### config.mk
export PLATFORM = sky130hd
export DESIGN_NAME = mem_master
export DESIGN_NICKNAME = d
export VERILOG_FILES = /design/src/rtl/mem_master_pkg.sv /design/src/rtl/mem_master.sv
export SDC_FILE = /design/constraint.sdc
export NUM_CORES = 1
export LEC_CHECK = 0
export BUFFER_PORTS_ARGS = -buffer_cell sky130_fd_sc_hd__buf_2
export CORE_MARGIN = 5
export CORE_UTILIZATION = 54
export DETAILED_ROUTE_END_ITERATION = 7
export PLACE_DENSITY = 0.86
export SYNTH_ARGS = -nofsm -noshare
export SYNTH_HDL_FRONTEND = slang
export SYNTH_SLANG_ARGS = --single-unit
### constraint.sdc
create_clock -name clk -period 7 [get_ports clk]
set_input_delay 0.7 -clock clk [delete_from_list [all_inputs] [get_ports clk]]
set_output_delay 0.7 -clock clk [all_outputs]
set_load 0.03 [all_outputs]
### src/rtl/mem_master_pkg.sv
// Shared types and defaults for the unified-memory initiator.
// Optional alignment check is enabled with MEM_MASTER_ALIGN_CHECK_EN.
package mem_master_pkg;

  localparam int AW_D     = 16;
  localparam int DW_D     = 16;
  localparam int STRIDE_D = 4;

  typedef enum logic [1:0] {
    IDLE,
    BEAT0,
    BEAT1,
    RESP
  } state_t;

endpackage

### src/rtl/mem_master.sv
// Sequences 16/32-bit core requests into one or two memory beats.
// Define MEM_MASTER_ALIGN_CHECK_EN to reject misaligned requests.
module mem_master
  import mem_master_pkg::*;
#(
  parameter int AW     = AW_D,
  parameter int DW     = DW_D,
  parameter int STRIDE = STRIDE_D
) (
  input  logic            clk,
  input  logic            reset,
  input  logic            req_valid,
  output logic            req_ready,
  input  logic            req_write,
  input  logic            req_wide,
  input  logic [AW-1:0]   req_addr,
  input  logic [2*DW-1:0] req_wdata,
  output logic            rsp_valid,
  output logic [2*DW-1:0] rsp_rdata,
  output logic            rsp_err,
  output logic [AW-1:0]   mem_a,
  output logic            mem_we,
  output logic [DW-1:0]   mem_wd,
  input  logic [DW-1:0]   mem_rd
);

  state_t state;
  state_t state_n;

  logic          wr_q;
  logic          wide_q;
  logic [DW-1:0] whi_q;
  logic          misal;

`ifdef MEM_MASTER_ALIGN_CHECK_EN
  assign misal = (req_addr[1:0] != 2'b00);
`else
  assign misal = 1'b0;
`endif

  assign req_ready = (state == IDLE);
  assign rsp_valid = (state == RESP);

  always_ff @(posedge clk or posedge reset) begin
    if (reset) state <= IDLE;
    else       state <= state_n;
  end

  always_comb begin
    state_n = state;
    unique case (state)
      IDLE:    if (req_valid) state_n = misal ? RESP : BEAT0;
      BEAT0:   state_n = wide_q ? BEAT1 : RESP;
      BEAT1:   state_n = RESP;
      RESP:    state_n = IDLE;
      default: state_n = IDLE;
    endcase
  end

  always_ff @(posedge clk or posedge reset) begin
    if (reset) begin
      wr_q      <= 1'b0;
      wide_q    <= 1'b0;
      whi_q     <= '0;
      rsp_rdata <= '0;
      mem_a     <= '0;
      mem_we    <= 1'b0;
      mem_wd    <= '0;
    end else begin
      unique case (state)
        IDLE: begin
          if (req_valid) begin
            wr_q   <= req_write;
            wide_q <= req_wide;
            whi_q  <= req_wdata[2*DW-1:DW];
            if (!misal) begin
              mem_a  <= req_addr;
              mem_we <= req_write;
              mem_wd <= req_wdata[DW-1:0];
            end
          end
        end
        BEAT0: begin
          if (!wr_q) begin
            rsp_rdata[DW-1:0] <= mem_rd;
            if (!wide_q) rsp_rdata[2*DW-1:DW] <= '0;
          end
          if (wide_q) begin
            mem_a  <= mem_a + AW'(STRIDE);
            mem_wd <= whi_q;
          end else begin
            mem_we <= 1'b0;
          end
        end
        BEAT1: begin
          if (!wr_q) rsp_rdata[2*DW-1:DW] <= mem_rd;
          mem_we <= 1'b0;
        end
        default: ;
      endcase
    end
  end

`ifdef MEM_MASTER_ALIGN_CHECK_EN
  logic err_q;

  // Error flag lives from accept until the response cycle ends.
  always_ff @(posedge clk or posedge reset) begin
    if (reset) begin
      err_q <= 1'b0;
    end else if (state == IDLE && req_valid) begin
      err_q <= misal;
    end else if (state == RESP) begin
      err_q <= 1'b0;
    end
  end

  assign rsp_err = err_q & rsp_valid;
`else
  assign rsp_err = 1'b0;
`endif

endmodule

==> impl_metrics.yaml, run 1 <==
run_status:
  status: "complete, no violations"
clocking:
  cts_inserted_buffers: 9
  hold_buffers: 0
  path_clk_slew_ns: 0.09
  post_cts_resized: 0
  clk_path_buf_depth: 2
  insertion_delay_ns: 0.35
  root_buffer: "clkbuf_8"
  htree_levels: 3
  cts_tree: "yes"
  post_cts_buffers: 0
  cts_sinks: 85
sta:
  clock_skew_ns: 0.0131
  fin_tns_setup_ns: 0
  fin_crit_sh: 0.361
  finalSetupViolCount: 0
  worstMarginPinSlew_ns: 1.05
  maxSlewViolCount: 0
  relSlewSlack: 0.301
  min_period_ns: 2.53
  rsz0062_at_grt: "false"
  hold_violations: 0
  clock.fmax_mhz: 396
place:
  portBuffers: 135
  gp_congestion: 0.812
  dp_hpwl_um: 6570
synth:
  avgSynthCellArea_um2: 11.0
  syn-cell-area_um2: 3850
  yosys.area.top_type_share: 0.552
  ys_types: 37
  synthCells: 350
  ys_seq_area_frac: 0.552
  synth_edf_count: 0
  ys_async_sr_fraction: 1.00
  synth_seq_cells: 85
  synthTopCellsByArea: "dfrtp_1 (55%), mux2_2 (11%), nand2_1 (6.4%), mux2i_1 (4.7%), o21ai_0 (3.4%)"
  syn-num-nets: 424
  yosys_warnings: 0
  synth_top_area_cell: "dfrtp_1"
  ys.flop_type: "dfrtp_1"
die:
  start_util: 0.561
  die_area_um2: 8920
  core_um2: 6870
  dieWidth_um: 94.5
  die_h_um: 94.5
  pin_count: 137
  num_rows: 30
final_layout:
  syn_to_final_growth_pct: 23.3
  final_util: 0.691
  diodes: 0
  drive_above_1_share: 0.420
  fin_nets: 548
detailed_routing:
  wl_per_cell_um: 15.8
  num_vias: 3061
  dr.first_iter.drc_count: 120
  antenna_left: 0
  totalWireLength_um: 9090
  drc: 0
  via_per_inst: 5.32
  dr.pass1.iters: 4
setup_path:
  cp.required_ns: 7.21
  cp.arrival_ns: 2.73
  end_kind: "flop"
  worstSetupPathType: "flop to flop"
  crit_fanout: 32
  startpoint_type: "flop"
worst_hold_path:
  min-delay-path-class: "flop to flop"
global_routing:
  grt_pass1_vias: 3074
  track_usage: 0.207
  grt_overflow_total: 0
  antenna_found_initial: 0
  grt_max_degree: 86
  grt_pass1_wl_um: 14500
pwr:
  power.leakage_nw: 2.33
  power_density_nw_per_um2: 555
  irDropWorstVdd_v: 0.000244
flow_run:
  maxCapViolCount: 0
per-layer routing:
metal / part of all wire / routed length [um] / vias up / global-route usage
met1: 0.42 / 3780 / 1481 / 0.260
met5: 0 / 0 / - / 0
li1: - / - / 1465 / -
met2: 0.50 / 4520 / 93 / 0.344
met3: 0.055 / 496 / 22 / 0.0446
met4: 0.033 / 301 / 0 / 0.0938
through the flow:
stage                     hold slack (ns)  setup WS, ns  total power [mW]  cells  area [um^2]
after floorplan                     0.479          4.11              1.95    350         3850
after global placement              0.447          4.60              2.23    559         4540
after detailed placement            0.455          4.48              2.29    559         4540
after CTS                           0.475          4.44              2.65    575         4750
after global routing                0.499          4.29              2.81    575         4750
final                               0.466          4.47              2.64    575         4750
cells in the mapped netlist, types with 4 or more instances:
master / n
a21oi_1: 10
a21oi_2: 4
a2bb2oi_1: 4
and4_1: 4
buf_2: 10
clkbuf_1: 8
dfrtp_1: 85
ha_1: 5
inv_1: 4
mux2_2: 36
mux2i_1: 18
nand2_1: 66
nand2b_1: 4
nand3_1: 23
nor2_1: 5
o21ai_0: 26
o22ai_1: 8
kinds of logic after synthesis:
kind of cell / count (synthesis) / share of synthesized area
other: 1 / 0.000974
muxes: 54 / 0.152
and+or+nand+nor: 115 / 0.138
AOI/OAI and AO/OA: 61 / 0.101
DFF: 85 / 0.552
adders and majority gates: 5 / 0.0162
buffers and inverters: 29 / 0.0387
state kept, by name, indices dropped and copies added (netlist names):
register   cells
mem_a         16
mem_wd        16
mem_we         1
rsp_rdata     32
state          2
whi_q         16
wide_q         1
wr_q           1
path summary, 6_finish.rpt:
| check | start | endpoint | slack (ns) | cells past startpoint |
|---|---|---|---|---|
| worst max-delay path | state[1]$_DFFE_PP0P_ | mem_wd[5]$_DFFE_PP0P_ | 4.47 | 7 |
| worst min-delay path | rsp_rdata[22]$_DFFE_PP0P_ | rsp_rdata[22]$_DFFE_PP0P_ | 0.47 | 2 |
| worst max register to register | state[1]$_DFFE_PP0P_ | mem_wd[5]$_DFFE_PP0P_ | 4.47 | 7 |
| worst min register to register | rsp_rdata[22]$_DFFE_PP0P_ | rsp_rdata[22]$_DFFE_PP0P_ | 0.47 | 2 |
| max in group asynchronous | reset | mem_a[8]$_DFFE_PP0P_ | 5.65 | 3 |
| min in group asynchronous | reset | rsp_rdata[12]$_DFFE_PP0P_ | 0.67 | 3 |
critical path, stage by stage (launching register included):
cell and delay (ns):
dfrtp_1 0.42, inv_1 0.11, ha_2 0.54, nor2_1 0.14, or3_1 0.64, buf_4 0.34
nand2_1 0.10, o21ai_0 0.10
report_power, final:
group / switching [mW] / leakage [nW] / internal [mW]
combinational: 0.895 / 1.21 / 0.486
clock: 0.177 / 0.106 / 0.185
sequential: 0.158 / 1.02 / 0.735
total: 1.23 / 2.33 / 1.41
layout make-up:
| cell class | instances | area, um^2 |
|---|---|---|
| Clock inverter | 5 | 56.3 |
| Timing Repair Buffer | 138 | 698 |
| Clock buffer | 11 | 151 |
| Fill cell | 543 | 2120 |
| Sequential cell | 85 | 2130 |
| Multi-Input combinational cell | 236 | 1580 |
| Tap cell | 96 | 120 |
| Inverter | 4 | 16.3 |
cells in the final DEF, fill, tap and decap left out, drive strengths merged, types with 7 or more instances in the layout:
master and count:
clkbuf 11, nand3 23, o21ai 27, mux2i 18, nand2 66, o22ai 8, a2bb2oi 7, dfrtp 85
a21oi 14, mux2 36, buf 138
Note: power is estimated with default switching activity, not from simulation.
==> inputs of run 2 (changes only) <==
--- a/config.mk
+++ b/config.mk
@@ -5,11 +5,12 @@
 export SDC_FILE = /design/constraint.sdc
 export NUM_CORES = 1
 export LEC_CHECK = 0
+export ABC_AREA = 1
 export BUFFER_PORTS_ARGS = -buffer_cell sky130_fd_sc_hd__buf_2
 export CORE_MARGIN = 5
-export CORE_UTILIZATION = 54
+export CORE_UTILIZATION = 50
 export DETAILED_ROUTE_END_ITERATION = 7
-export PLACE_DENSITY = 0.86
+export PLACE_DENSITY = 0.8
 export SYNTH_ARGS = -nofsm -noshare
 export SYNTH_HDL_FRONTEND = slang
 export SYNTH_SLANG_ARGS = --single-unit
==> constraint.sdc (replaced) <==
create_clock -name clk -period 2.4 [get_ports clk]
set_input_delay 0.24 -clock clk [delete_from_list [all_inputs] [get_ports clk]]
set_output_delay 0.24 -clock clk [all_outputs]
set_load 0.03 [all_outputs]
==> run 2 against run 1 <==
  * Cell area grew 2.3%
  * Global-route usage shrank 0.46 points
  * Synthesized area grew 1.4%
  * Critical path depth is the same
  * Sequential power grew to 2.9 times the previous value
  * Via count grew 7.4%
  * Setup slack lost 4.0 ns
  * Worst hold slack lost 0.35 ns
  * Clock skew shrank 0.0049 ns
  * Flip-flop and latch count is the same
  * Count of clock-buffer cells in the layout shrank 2
  * Critical path type unchanged
  * Largest power group unchanged
==> impl_metrics.yaml, run 2 <==
global_routing:
  antenna_found_initial: 0
  grt_pass1_vias: 3364
  grt_overflow_total: 0
  grt_pass1_wl_um: 15900
  grt_max_degree: 42
  track_usage: 0.203
sta:
  rsz0062_at_grt: "false"
  min_period_ns: 1.95
  worstMarginPinSlew_ns: 0.525
  clock_skew_ns: 0.00822
  relSlewSlack: 0.650
  finalSetupViolCount: 0
  clock.fmax_mhz: 512
  maxSlewViolCount: 0
  fin_tns_setup_ns: 0
  fin_crit_sh: 0.814
  hold_violations: 0
  layout_setup_ws_ns: 0.447
synth:
  synthCells: 408
  synthTopCellsByArea: "dfrtp_1 (54%), mux2_2 (10%), nand2_1 (7.6%), nand3_1 (3.8%), nor2_1 (3.8%)"
  yosysMostFrequentCell: "dfrtp_1"
  yosys_warnings: 0
  ys_async_sr_fraction: 1.00
  synth_top_area_cell: "dfrtp_1"
  ys.flop_type: "dfrtp_1"
  syn-num-nets: 482
  synth_edf_count: 0
  syn-cell-area_um2: 3910
  synth_seq_cells: 85
  netlist_top_cells_count: "dfrtp_1 (85), nand2_1 (79), nor2_1 (40)"
  ys_seq_area_frac: 0.545
  yosys.area.top_type_share: 0.545
  ys_types: 32
  avgSynthCellArea_um2: 9.57
clocking:
  root_buffer: "clkbuf_8"
  htree_levels: 3
  path_clk_slew_ns: 0.10
  insertion_delay_ns: 0.35
  cts_tree: "yes"
  cts_inserted_buffers: 9
  clk_path_buf_depth: 2
  cts_sinks: 85
setup_path:
  cp.arrival_ns: 2.20
  startpoint_type: "flop"
  worstSetupPathType: "flop to flop"
  end_kind: "flop"
  cp.required_ns: 2.65
  crit_fanout: 16
final_layout:
  finalInstanceArea_um2: 4850
  multi_input_area_um2: 1520
  nFillCells: 689
  regArea_um2: 2130
  final_common_cell: "buf_2"
  final_util: 0.632
  diodes: 0
  syn_to_final_growth_pct: 24.3
  fin_nets: 616
  largest_reg_flops: 32
  regMostFlops: "rsp_rdata"
  drive_above_1_share: 0.371
  final_cell_mix: "buf_2 (135), dfrtp_1 (85), nand2_1 (79), nor2_1 (40), mux2_2 (35)"
die:
  num_rows: 32
  dieWidth_um: 98.4
  die_area_um2: 9680
  start_util: 0.508
  die_h_um: 98.4
  pin_count: 137
  core_um2: 7690
pwr:
  irDropWorstVdd_v: 0.000758
  power.leakage_nw: 2.40
  p_int_mw: 3.88
  comb_power_share: 0.525
  p_sw_frac: 0.488
  power_density_nw_per_um2: 1560
  clockPowerShare: 0.129
  p_sw_mw: 3.70
  power.share.sequential: 0.346
flow_run:
  maxCapViolCount: 0
place:
  dpl_cell_area_um2: 4650
  portBuffers: 135
  gp_congestion: 0.846
  place_ws_ns: 0.281
  dp_hpwl_um: 6880
detailed_routing:
  drc: 0
  dr.first_iter.drc_count: 150
  antenna_left: 0
  dr.pass1.iters: 5
  totalWireLength_um: 9300
  via_per_inst: 5.07
  wl_per_cell_um: 14.3
  num_vias: 3289
worst_hold_path:
  min-delay-path-class: "input pin to flop"
run_status:
  status: "complete, no violations"
-- run 2: final cells by class --
| type | instances | area share |
|---|---|---|
| Clock inverter | 7 | 0.0134 |
| Inverter | 35 | 0.0281 |
| Sequential cell | 85 | 0.438 |
| Timing Repair Buffer | 144 | 0.156 |
| Tap cell | 102 | 0.0263 |
| Clock buffer | 9 | 0.0255 |
| Multi-Input combinational cell | 267 | 0.312 |
-- run 2: per-layer routing --
| layer | track usage | share of wire | up-vias |
|---|---|---|---|
| li1 | - | - | 1624 |
| met1 | 0.258 | 0.42 | 1541 |
| met2 | 0.320 | 0.48 | 112 |
| met3 | 0.0643 | 0.086 | 12 |
| met4 | 0.0830 | 0.017 | 0 |
| met5 | 0 | 0 | - |
-- run 2: worst max-delay path, cell delays in order (launching register included) --
cell	delay, ns
dfrtp_1	0.43
inv_1	0.11
ha_1	0.26
nand2_1	0.15
a21oi_4	0.43
inv_2	0.23
a21oi_1	0.18
a21oi_1	0.06
-- run 2: stage by stage --
step | total power [mW] | std cells | hold WS [ns]
final | 7.58 | 649 | 0.112
after floorplan | 5.59 | 408 | 0.383
after CTS | 7.65 | 649 | 0.0959
after detailed placement | 6.67 | 632 | 0.187
after global routing | 8.16 | 649 | 0.0902
after global placement | 6.52 | 632 | 0.189
-- run 2: logic make-up (layout without fill, tap and decap cells) --
family / after synthesis / in the layout / share of synthesized area
adders and majority gates: 5 / 5 / 0.0160
other: 1 / 1 / 0.000960
DFF: 85 / 85 / 0.545
and+or+nand+nor: 163 / 163 / 0.176
xor gates and xnor gates: 1 / 1 / 0.00224
muxes: 35 / 35 / 0.101
buffers and inverters: 56 / 195 / 0.0676
AOI/OAI and AO/OA: 62 / 62 / 0.0916
-- run 2: repair_timing --
| action | in CTS | in global routing |
|---|---|---|
| setup buffers | 0 | 0 |
| endpoints found under the hold margin | 7 | 0 |
| hold buffers | 1 | 0 |
| resized for setup | 0 | 1 |
| setup endpoints to repair | 0 | 7 |
-- run 2: path summary, 6_finish.rpt --
check,startpoint,to,slack [ns],cells after the start
min in group asynchronous,reset,mem_a[11]$_DFFE_PP0P_,0.35,3
max in group asynchronous,reset,rsp_rdata[22]$_DFFE_PP0P_,1.39,4
worst max register to register,state[1]$_DFFE_PP0P_,mem_a[4]$_DFFE_PP0P_,0.45,7
worst min-delay path,req_wdata[20],whi_q[4]$_DFFE_PP0P_,0.11,2
worst max-delay path,state[1]$_DFFE_PP0P_,mem_a[4]$_DFFE_PP0P_,0.45,7
worst min register to register,rsp_rdata[14]$_DFFE_PP0P_,rsp_rdata[14]$_DFFE_PP0P_,0.51,1
-- run 2: power by group through the flow --
stage	Clock (mW)	Sequential, mW	Combinational, mW
finish	0.975	2.62	3.98
global route	1.06	2.72	4.38
CTS	0.995	2.62	4.03
detailed placement	0	2.64	4.03
global placement	0	2.61	3.90
floorplan	0	3.63	1.97
==> inputs of run 3 (changes only) <==
--- a/config.mk
+++ b/config.mk
@@ -5,7 +5,7 @@
 export SDC_FILE = /design/constraint.sdc
 export NUM_CORES = 1
 export LEC_CHECK = 0
-export ABC_AREA = 1
+export ABC_AREA = 0
 export BUFFER_PORTS_ARGS = -buffer_cell sky130_fd_sc_hd__buf_2
 export CORE_MARGIN = 5
 export CORE_UTILIZATION = 50
==> constraint.sdc (replaced) <==
create_clock -name clk -period 1.95 [get_ports clk]
set_input_delay 0.195 -clock clk [delete_from_list [all_inputs] [get_ports clk]]
set_output_delay 0.195 -clock clk [all_outputs]
set_load 0.03 [all_outputs]
==> run 3 against run 2 <==
  * Power is 29% higher
  * Routed wire length is 0.23% higher
  * Clock power is 31% higher
  * Via count down 7.4%
  * Die area down 1.3%
  * Combinational power is 32% higher
  * Cell count fell by 8.6%
  * Non-clock buffer count is 6 higher
  * Largest power group unchanged
  * Global-route usage shrank 0.58 points
  * Sequential share of layout area decreased by 0.41 points
  * Fmax grew 7.1%
  * Core utilization grew 1.3 points
==> impl_metrics.yaml, run 3 (same netlist as run 1, synthesis figures left out) <==
detailed_routing:
  wl_met3_um: 441
  wl_per_cell_um: 15.7
  antenna_left: 0
  num_vias: 3044
  dr.pass1.iters: 4
  top_layer: "met5"
  totalWireLength_um: 9330
  via_per_inst: 5.13
  drc: 0
  dr.first_iter.drc_count: 121
  wl_met1_um: 3750
  met2WireLength_um: 4970
clocking:
  path_clk_slew_ns: 0.09
  root_buffer: "clkbuf_8"
  clk_path_buf_depth: 2
  cts_inserted_buffers: 9
  cts_sinks: 85
  htree_levels: 3
  cts_tree: "yes"
  insertion_delay_ns: 0.35
sta:
  rsz0062_at_grt: "false"
  clock.fmax_mhz: 548
  finalSetupViolCount: 0
  fin_crit_sh: 0.935
  fin_tns_setup_ns: 0
  hold_slack_ns: 0.0772
  clock_skew_ns: 0.00815
  hold_violations: 0
  maxSlewViolCount: 0
  min_period_ns: 1.82
final_layout:
  fin_nets: 560
  diodes: 0
  nFillCells: 620
  multi_input_area_um2: 1590
  final_util: 0.644
  final_common_cell: "buf_2"
  largest_reg_flops: 32
  finalInstanceArea_um2: 4900
  syn_to_final_growth_pct: 27.3
  regArea_um2: 2130
  final_cell_mix: "buf_2 (135), dfrtp_1 (85), nand2_1 (66), mux2_2 (36), o21ai_0 (26)"
  drive_above_1_share: 0.438
  regMostFlops: "rsp_rdata"
pwr:
  power.leakage_nw: 2.40
  p_sw_frac: 0.462
  p_sw_mw: 4.51
  power_density_nw_per_um2: 1990
  power.total_mw: 9.76
  power.share.sequential: 0.329
  p_int_mw: 5.25
  clockPowerShare: 0.131
  comb_power_share: 0.539
  irDropWorstVdd_v: 0.000788
die:
  core_um2: 7610
  die_area_um2: 9560
  start_util: 0.506
  num_rows: 32
  die_h_um: 97.8
  dieWidth_um: 97.8
  pin_count: 137
place:
  portBuffers: 135
  dp_hpwl_um: 6800
  gp_congestion: 0.776
  dpl_cell_area_um2: 4660
setup_path:
  crit_end: "mem_a[15]$_DFFE_PP0P_"
  startpoint_type: "flop"
  worstSetupPathType: "flop to flop"
  cp.required_ns: 2.18
  regToRegEndpoint: "mem_a[15]$_DFFE_PP0P_"
  worstSetupStartpoint: "state[1]$_DFFE_PP0P_"
  end_kind: "flop"
  reg2reg_depth: 7
  worstReg2RegStart: "state[1]$_DFFE_PP0P_"
  crit_fanout: 38
  r2r_slack_ns: 0.13
  cp.arrival_ns: 2.05
flow_run:
  maxCapViolCount: 0
global_routing:
  grt_pass1_wl_um: 15300
  grt_pass1_vias: 3107
  track_usage: 0.197
  antenna_found_initial: 1
  grt_overflow_total: 0
  grt_max_degree: 86
worst_hold_path:
  min-delay-path-class: "input pin to flop"
  whs_path_depth: 2
run_status:
  status: "complete, no violations"
[run 3: cell count changes in the layout (fill, tap and decap cells not counted), sizes merged, moves of 15 or more]
cell | before | now
nor2 | 41 | 5
inv | 37 | 6
a31oi | 17 | 1
mux2i | 0 | 18
nand2 | 81 | 66
[run 3: worst max-delay path, cell delays in order, from the launching register on]
cell and delay (ns):
dfrtp_1 0.42, inv_1 0.12, ha_2 0.22, nor2_1 0.07, or3_4 0.41, buf_12 0.18
o32ai_2 0.21, nor3_1 0.08
[run 3: power groups by stage]
stage | combinational (mW) | clock (mW) | sequential (mW)
after floorplan | 2.60 | 0 | 4.40
after global placement | 5.10 | 0 | 3.17
after detailed placement | 5.26 | 0 | 3.25
after CTS | 5.26 | 1.31 | 3.22
after global routing | 5.70 | 1.39 | 3.34
final | 5.26 | 1.28 | 3.21
[run 3: how the worst min path moves through the flow]
stage                                      endpoint  slack [ns]           from
after floorplan           rsp_rdata[16]$_DFFE_PP0P_        0.33      mem_rd[0]
after global placement    rsp_rdata[12]$_DFFE_PP0P_        0.36          reset
after detailed placement     mem_wd[15]$_DFFE_PP0P_        0.36          reset
after CTS                      mem_a[0]$_DFFE_PP0P_        0.06    req_addr[0]
after global routing           mem_a[0]$_DFFE_PP0P_        0.07    req_addr[0]
final                          whi_q[1]$_DFFE_PP0P_        0.08  req_wdata[17]
[run 3: layout make-up]
| class | instances | area share |
|---|---|---|
| clock buffer | 10 | 0.0281 |
| clock inverter | 6 | 0.0140 |
| inverter | 4 | 0.00383 |
| multi-input combinational | 236 | 0.325 |
| sequential | 85 | 0.434 |
| tap | 102 | 0.0260 |
| timing repair buffer | 150 | 0.169 |
[run 3: per-stage QoR]
stage | setup slack, ns | std cells
finish | 0.126 | 593
global placement | 0.152 | 575
floorplan | 0.106 | 350
detailed placement | 0.0392 | 575
CTS | 0.0213 | 592
global route | 0.000539 | 593
[run 3: layer usage]
layer  track usage  up-vias
li1              -     1496
met1         0.247     1453
met2         0.338       81
met3        0.0371       12
met4        0.0756        2
met5             0        -
[run 3: repair_timing]
action                                  CTS  global route
resized for setup                         0             2
hold buffers                              1             0
buffers inserted                          0             1
endpoints found under the setup margin    0             3
endpoints found under the hold margin    85             0
